[src/rtl/gon_collector.sv]
// gon_collector: global output network gathering PE psums into a 2-entry FIFO toward SRAM; GON_MULTIMATCH_ERR_EN adds a sticky multi-match flag.
`ifndef NUMS_PE_ROW
`define NUMS_PE_ROW 6
`endif
`ifndef NUMS_PE_COL
`define NUMS_PE_COL 8
`endif
`ifndef DATA_BITS
`define DATA_BITS 32
`endif
`ifndef XID_BITS
`define XID_BITS 5
`endif
`ifndef YID_BITS
`define YID_BITS 4
`endif

module gon_collector #(
    parameter int NUMS_PE_ROW = `NUMS_PE_ROW,
    parameter int NUMS_PE_COL = `NUMS_PE_COL,
    parameter int DATA_BITS   = `DATA_BITS,
    parameter int XID_BITS    = `XID_BITS,
    parameter int YID_BITS    = `YID_BITS,
    localparam int NPE        = NUMS_PE_ROW * NUMS_PE_COL
) (
    input  logic                     clk,
    input  logic                     rst,
    input  logic [XID_BITS-1:0]      tag_X,
    input  logic [YID_BITS-1:0]      tag_Y,
    input  logic                     set_XID,
    input  logic [XID_BITS-1:0]      XID_scan_in,
    input  logic                     set_YID,
    input  logic [YID_BITS-1:0]      YID_scan_in,
    input  logic [NPE-1:0]           PE_valid,
    input  logic [NPE*DATA_BITS-1:0] PE_data,
    output logic [NPE-1:0]           PE_ready,
    output logic                     GON_valid,
    input  logic                     GON_ready,
`ifdef GON_MULTIMATCH_ERR_EN
    output logic                     multi_match_err,
`endif
    output logic [DATA_BITS-1:0]     GON_data
);
    localparam int SW = NPE > 1 ? $clog2(NPE) : 1;

    logic [XID_BITS-1:0]  xid [NPE];
    logic [YID_BITS-1:0]  yid [NUMS_PE_ROW];
    logic [NPE-1:0]       match;
    logic [SW-1:0]        sel;
    logic [DATA_BITS-1:0] mem [2];
    logic                 wr_ptr, rd_ptr, push, pop;
    logic [1:0]           count;

    // ID scan chains; both may shift in the same cycle
    always_ff @(posedge clk or negedge rst) begin
        if (!rst) begin
            for (int i = 0; i < NPE; i++) xid[i] <= '0;
            for (int r = 0; r < NUMS_PE_ROW; r++) yid[r] <= '0;
        end else begin
            if (set_XID) begin
                xid[0] <= XID_scan_in;
                for (int i = 1; i < NPE; i++) xid[i] <= xid[i-1];
            end
            if (set_YID) begin
                yid[0] <= YID_scan_in;
                for (int r = 1; r < NUMS_PE_ROW; r++) yid[r] <= yid[r-1];
            end
        end
    end

    for (genvar g = 0; g < NPE; g++) begin : g_match
        assign match[g] = (yid[g / NUMS_PE_COL] == tag_Y) && (xid[g] == tag_X);
    end

    // lowest-index matching PE wins
    always_comb begin
        sel = '0;
        for (int i = NPE - 1; i >= 0; i--) if (match[i]) sel = SW'(i);
    end

    // one-hot accept; ready is gated by reset so it reads 0 while rst is low
    always_comb begin
        PE_ready = '0;
        PE_ready[sel] = rst && match[sel] && !count[1] && !set_XID && !set_YID;
    end

    assign push      = PE_valid[sel] && PE_ready[sel];
    assign pop       = GON_valid && GON_ready;
    assign GON_valid = count != 2'd0;
    assign GON_data  = mem[rd_ptr];

    // two-entry FIFO toward SRAM
    always_ff @(posedge clk or negedge rst) begin
        if (!rst) begin
            mem[0] <= '0;
            mem[1] <= '0;
            wr_ptr <= 1'b0;
            rd_ptr <= 1'b0;
            count  <= 2'd0;
        end else begin
            if (push) begin
                mem[wr_ptr] <= PE_data[DATA_BITS*sel +: DATA_BITS];
                wr_ptr      <= !wr_ptr;
            end
            if (pop) rd_ptr <= !rd_ptr;
            count <= count + 2'(push) - 2'(pop);
        end
    end

`ifdef GON_MULTIMATCH_ERR_EN
    // sticky flag: several matches while a matched PE offers data
    always_ff @(posedge clk or negedge rst) begin
        if (!rst) multi_match_err <= 1'b0;
        else if (|(match & (match - NPE'(1))) && |(match & PE_valid)) multi_match_err <= 1'b1;
    end
`endif
endmodule
[config.mk]
export PLATFORM = sky130hd
export DESIGN_NAME = gon_collector
export DESIGN_NICKNAME = d
export VERILOG_FILES = /design/src/rtl/gon_collector.sv
export SDC_FILE = /design/constraint.sdc
export NUM_CORES = 1
export LEC_CHECK = 0
export ABC_CLOCK_PERIOD_IN_PS = 10250
export CORE_AREA = 4 4 653 655
export CTS_BUF_LIST = sky130_fd_sc_hd__clkbuf_8 sky130_fd_sc_hd__clkbuf_16
export DETAILED_ROUTE_END_ITERATION = 8
export DIE_AREA = 0 0 657 659
export GPL_ROUTABILITY_DRIVEN = 1
export HOLD_SLACK_MARGIN = 0.12
export PLACE_DENSITY = 0.35
export SYNTH_ARGS = -nofsm -noshare
export SYNTH_HDL_FRONTEND = slang
export SYNTH_SLANG_ARGS = --single-unit
[constraint.sdc]
create_clock -name clk -period 10.25 [get_ports clk]
set_clock_uncertainty 0.2 [all_clocks]
set_input_delay 2.05 -clock clk [delete_from_list [all_inputs] [get_ports clk]]
set_output_delay 2.05 -clock clk [all_outputs]
set_load 0.02 [all_outputs]
# After elaboration in Yosys (flattened, before gate mapping)
# Index checks and enable logic that the tools add are counted.
# word_totals
regBits,332
out_inout_bits,81
elab_cells,248
# op_classes
n_addsub,2
order_cmp,5
eq_ne,54
n_shift,1
n_mux,62
bitwise_logic,3
reduce_logical,62
# ops
op,n
1536-bit by 12-bit indexed part select with 32-bit output,1
6-bit two-way mux,48
5-bit == test,48
32-bit two-way mux,4
64-bit bitwise mux,1
1-bit logical AND,56
48-bit bitwise AND,1
32-bit demux with 1-bit select,1
4-bit == test,6
1-bit binary-select mux with 6-bit select,3
"6-bit by 7-bit less-than comparator with 1-bit output, second input constant",1
1-bit demux with 6-bit select,1
"6-bit by 1-bit >= comparator with 1-bit output, second input constant",1
1-bit logical NOT,5
"2-bit >= comparator, second input constant",2
1-bit two-way mux,4
1-bit inverter with 2-bit output,2
2-bit by 1-bit adder with 2-bit output,1
"2-bit by 1-bit less-than comparator with 1-bit output, second input constant",1
2-bit nonzero test,1
2-bit by 1-bit subtractor with 2-bit output,1

# Logic depth before layout (Yosys ltp)
# logic_depth
ltp_word,62
ltp_mapped,24
mapped_depth_nobuf,16

# Worst setup path after synthesis
# No wires, ideal clock.
# synth_timing
path_kind,in2out
startpoint,input tag_X[3]
endpoint,output PE_ready[13]
arrival_ns,5.745
t_required_ns,8.000
setup_slack_ns,2.255
path_stages,18
n_path_buf,8
cell_sequence,buf_2 buf_6 buf_6 xor2_1 nor3_1 nand3_1 a2111oi_0 a2111oi_0 o31a_1 buf_6 o21a_1 buf_4 nor4_2 buf_2 buf_2 buf_1 nand3_1 nor2_1
# synth_via
elab_chain_len,57
word_cells_on_any_way,156
cone_classes,2 x order compare; 48 x eq/ne; 52 x mux; 1 x bitwise; 53 x reduce/logical
# synth_rtl
item,line_no,text
from (decl),28,"input logic [XID_BITS-1:0] tag_X,"
5-bit == test,72,assign match[g] = (yid[g / NUMS_PE_COL] == tag_Y) && (xid[g] == tag_X);
1-bit logical AND,72,
6-bit two-way mux (48 in a row),78,for (int i = NPE - 1; i >= 0; i--) if (match[i]) sel = SW'(i);
1-bit binary-select mux with 6-bit select,84,PE_ready[sel] = rst && match[sel] && !count[1] && !set_XID && !set_YID;
1-bit two-way mux (not written as such),84,
1-bit logical AND (4 in a row),84,
48-bit bitwise AND (no line) (*),n/a,
to (decl),36,"output logic [NPE-1:0] PE_ready,"
# Mark *: on every way between the ends. The rest lies on a longest branch, timed or not. The select of a mux whose other input is x is not followed.

# Worst setup path after layout
# layout_timing
startpoint,input tag_Y[3]
endpoint,output PE_ready[34]
# layout_via
elab_chain_len,57
word_cells_on_any_way,114
cone_classes,2 x order compare; 6 x eq/ne; 52 x mux; 1 x bitwise; 53 x reduce/logical
# layout_rtl
item,line_no,text
from (decl),29,"input logic [YID_BITS-1:0] tag_Y,"
4-bit == test,72,
1-bit logical AND,72,
6-bit two-way mux (48 in a row),78,
1-bit binary-select mux with 6-bit select,84,
1-bit two-way mux (not written as such),84,
1-bit logical AND (4 in a row),84,
48-bit bitwise AND (no line) (*),n/a,
# Marked as above.

==> flow_summary.json <==
{
  "dr.pass1.iters": 8,
  "syn-cell-area_sq_um": 29190,
  "io-pin-count": 1688,
  "rows": 238,
  "worstMarginPinSlew_ps": 1371,
  "synthMuxAreaShare_pct": 19.56,
  "cpMostUsedCell": "clkdlybuf4s50_1",
  "yosysWarnings": 0,
  "intPower_uw": 4565,
  "final_area_sq_um": 56160,
  "leakagePower_uw": 0.01994,
  "synth-simple-area-share_pct": 13.07,
  "cp.required_ps": 8000,
  "drv_cap": 0,
  "cp_max_fo": 25,
  "setup_violations": 0,
  "r2r-start": "yid[3]",
  "ctsLongestPathBuffers": 3,
  "nFillCells": 47950,
  "dpl_cell_area_sq_um": 54330,
  "grt_max_degree": 167,
  "criticalPathCategory": "in2out",
  "crit_path_top_delay_cell": "and4_1",
  "grt.overflow.total": 0,
  "synthToLayoutAreaGrowth_pct": 92.35,
  "cts-root-buf": "clkbuf_16",
  "cp_slowest_stage_delay_ps": 640,
  "hold_buffers": 0,
  "synth_area_per_cell_sq_um": 8.868,
  "fmax_mhz": 104.5,
  "synth-compound-area-share_pct": 25.18,
  "dp_hpwl_um": 391400,
  "dieArea_sq_um": 433000,
  "place_inst": 10460,
  "hold_end": "mem[41]",
  "ys_dominant_reg_cell": "dfrtp_1",
  "place_congestion": 0.9285,
  "max_slew_margin_pct": 7.664,
  "nNetsFinal": 6599,
  "die_width_um": 657,
  "synth-async-reset-ratio_pct": 100.0,
  "regToRegSetupSlack_ps": 2760,
  "rsz0062_at_grt": "no",
  "cts_htree_levels": 2,
  "worstSetupStartpointType": "input pin",
  "die_h_um": 659,
  "yosysSeqAreaShare_pct": 28.46,
  "track_usage_pct": 20.11,
  "min_period_over_period_pct": 93.37,
  "post-place-ws_ps": -44.52,
  "grt_pass1_wl_um": 547500,
  "synth-edff-count": 0,
  "first_iter_violations": 4132,
  "routedWlPerCell_um": 42.75,
  "min_from": "mem[41]",
  "initial_utilization_pct": 6.953,
  "layout_setup_ws_ps": 679.6,
  "grt_pass1_vias": 39390,
  "fin_util_pct": 13.37,
  "switching_share_pct": 52.30,
  "reg2reg_to": "mem[41]",
  "arrival_ps": 7320,
  "pwr_density_cell_nw_per_um2": 170.4,
  "cts_made_buffers": 45,
  "ir_drop_mv": 0.09728,
  "ant_nets": 0,
  "clock_latency_ps": 620,
  "fin_cells": 10690,
  "holdPathStages": 1,
  "power.total_uw": 9570,
  "yosys.area_share.adder_pct": 0.08572,
  "seq_area_sq_um": 8312,
  "io_buffers": 1687,
  "hold_violations": 0,
  "vias": 39820,
  "min_period_ps": 9570,
  "pwr-share-seq_pct": 20.9,
  "multiInputGateArea_sq_um": 19880,
  "pwr-share-comb_pct": 62.8,
  "drive_above_1_share_pct": 16.82,
  "hp-class": "reg2reg",
  "clk_pin_slew_ps": 60,
  "synth_fp_nets": 4901,
  "synthXorXnorAreaFrac_pct": 8.010,
  "core_sq_um": 419900,
  "viasPerCell": 3.725,
  "report.final.slew_viol_count": 0,
  "cts_tree": "yes",
  "routed_wirelength_um": 456900,
  "antenna_found_initial": 291,
  "clockPowerShare_pct": 16.3,
  "end_kind": "output pin",
  "synth_cells": 3292,
  "drcViolationCount": 0,
  "cts.sinks": 332,
  "p_switching_uw": 5005,
  "crit_chain": "clkdlybuf4s50_1, xnor2_1, and4_1, nand4_1, and2_1, nand2_1, a31oi_2, and2_4, a211oi_4, nand3_1, nor2_1, clkdlybuf4s50_1",
  "synth.ff_latch_count": 332,
  "synth_top_family_by_area": "compound AO/OA/AOI/OAI gates",
  "synth_cell_types": 97,
  "reg2regPathDepth": 15,
  "cts_resized": 0,
  "status": "finished, final reports clean"
}
==> sequential cells by signal, summed over array words and instances, names as in the netlist <==
signal / cells
count: 2
mem: 64
rd_ptr: 1
wr_ptr: 1
xid: 240
yid: 24
==> layout make-up <==
type	instances	area share, %
Timing Repair Buffer	1947	34.04
Sequential cell	332	14.80
Inverter	32	0.2139
Antenna cell	144	0.6417
Clock inverter	26	0.3543
Tap cell	5520	12.30
Multi-Input combinational cell	2632	35.40
Clock buffer	55	2.250
==> kinds of logic (layout without fill, tap and decap cells) <==
kind of cell | Yosys count | count (layout)
adders and majority gates | 2 | 2
muxes | 523 | 523
buffers and inverters | 328 | 2060
AOI/OAI and AO/OA | 1011 | 1011
and+or+nand+nor | 829 | 829
xor gates and xnor gates | 267 | 267
other | 0 | 144
DFF | 332 | 332
==> synth_stat cells, drive strengths merged (17+ instances only) <==
library cell  number  area share, %
nor3              90            1.7
a32oi             24           0.72
or3               17           0.40
inv               32           0.41
o2bb2ai           18           0.54
dfrtp            332             28
xor2             138            4.1
o221ai            46            1.4
a21oi            159            2.7
a211oi            40            1.1
nand4             18           0.39
nor2             198            2.6
nor4              22           0.49
o21ai            117            2.0
xnor2            129            3.9
clkbuf           122            1.6
a22o              39            1.2
nand3            102            1.8
a2111oi           22           0.66
and3              26           0.56
a22oi             97            2.5
o22a              17           0.51
a31oi             45           0.99
mux2             377             15
a222oi            69            2.4
buf              174            3.7
a221oi            47            1.4
nand2            307            4.0
o22ai            128            2.7
mux2i            146            5.0
==> power by group through the flow <==
stage / sequential, uW / combinational [uW] / clock [uW]
after floorplan: 1850 / 2170 / 0
after global placement: 2020 / 6180 / 0
after detailed placement: 2020 / 6180 / 0
after CTS: 2000 / 6210 / 1620
after global routing: 2040 / 6250 / 1670
final: 2000 / 6010 / 1560
==> layout by cell type (no fill, tap or decap), drive strengths merged, types with 138 or more instances in the layout <==
cell	n
a21oi	159
buf	267
clkdlybuf4s50	1679
dfrtp	332
diode	144
mux2	377
mux2i	146
nand2	307
nor2	198
xor2	138
==> worst max-delay path by stage <==
stage,from,to,slack (ps),cells past startpoint
2_1_floorplan,tag_X[3],PE_ready[13],2260,18
3_3_place_gp,tag_Y[3],mem[41],-140,15
3_5_place_dp,tag_Y[3],mem[41],-40,15
4_1_cts,tag_Y[3],PE_ready[42],50,12
5_1_grt,tag_Y[3],PE_ready[31],480,12
6_report,tag_Y[3],PE_ready[34],680,12
==> through the flow <==
stage | TNS, ps | hold slack [ps]
2_1_floorplan | 0 | 254.1
3_3_place_gp | -3817 | 264.2
3_5_place_dp | -398.1 | 277.4
4_1_cts | 0 | 290.3
5_1_grt | 0 | 308.8
6_report | 0 | 283.6
==> per-layer routing <==
layer	global-route usage, %	share of wire [%]	wire (um)	vias to the layer above
met3	4.576	7.1	32640	528
met4	3.742	2.2	10220	106
li1	-	-	-	16260
met5	0	0.15	685	-
met1	25.15	41	188900	20490
met2	35.24	49	224400	2439
==> what timing repair did <==
item / in CTS / in global routing
setup endpoints to repair: 0 / 9
endpoints found under the hold margin: 0 / 0
buffers inserted: 0 / 1
==> critical path, delay by kind of cell <==
family                 cells  cell delay (ps)
XOR/XNOR                   1              330
AND/OR/NAND/NOR            7             2920
AO/OA/AOI/OAI              2              740
buffers and inverters      2             1230
No activity file was read; power rests on OpenSTA's default activity.
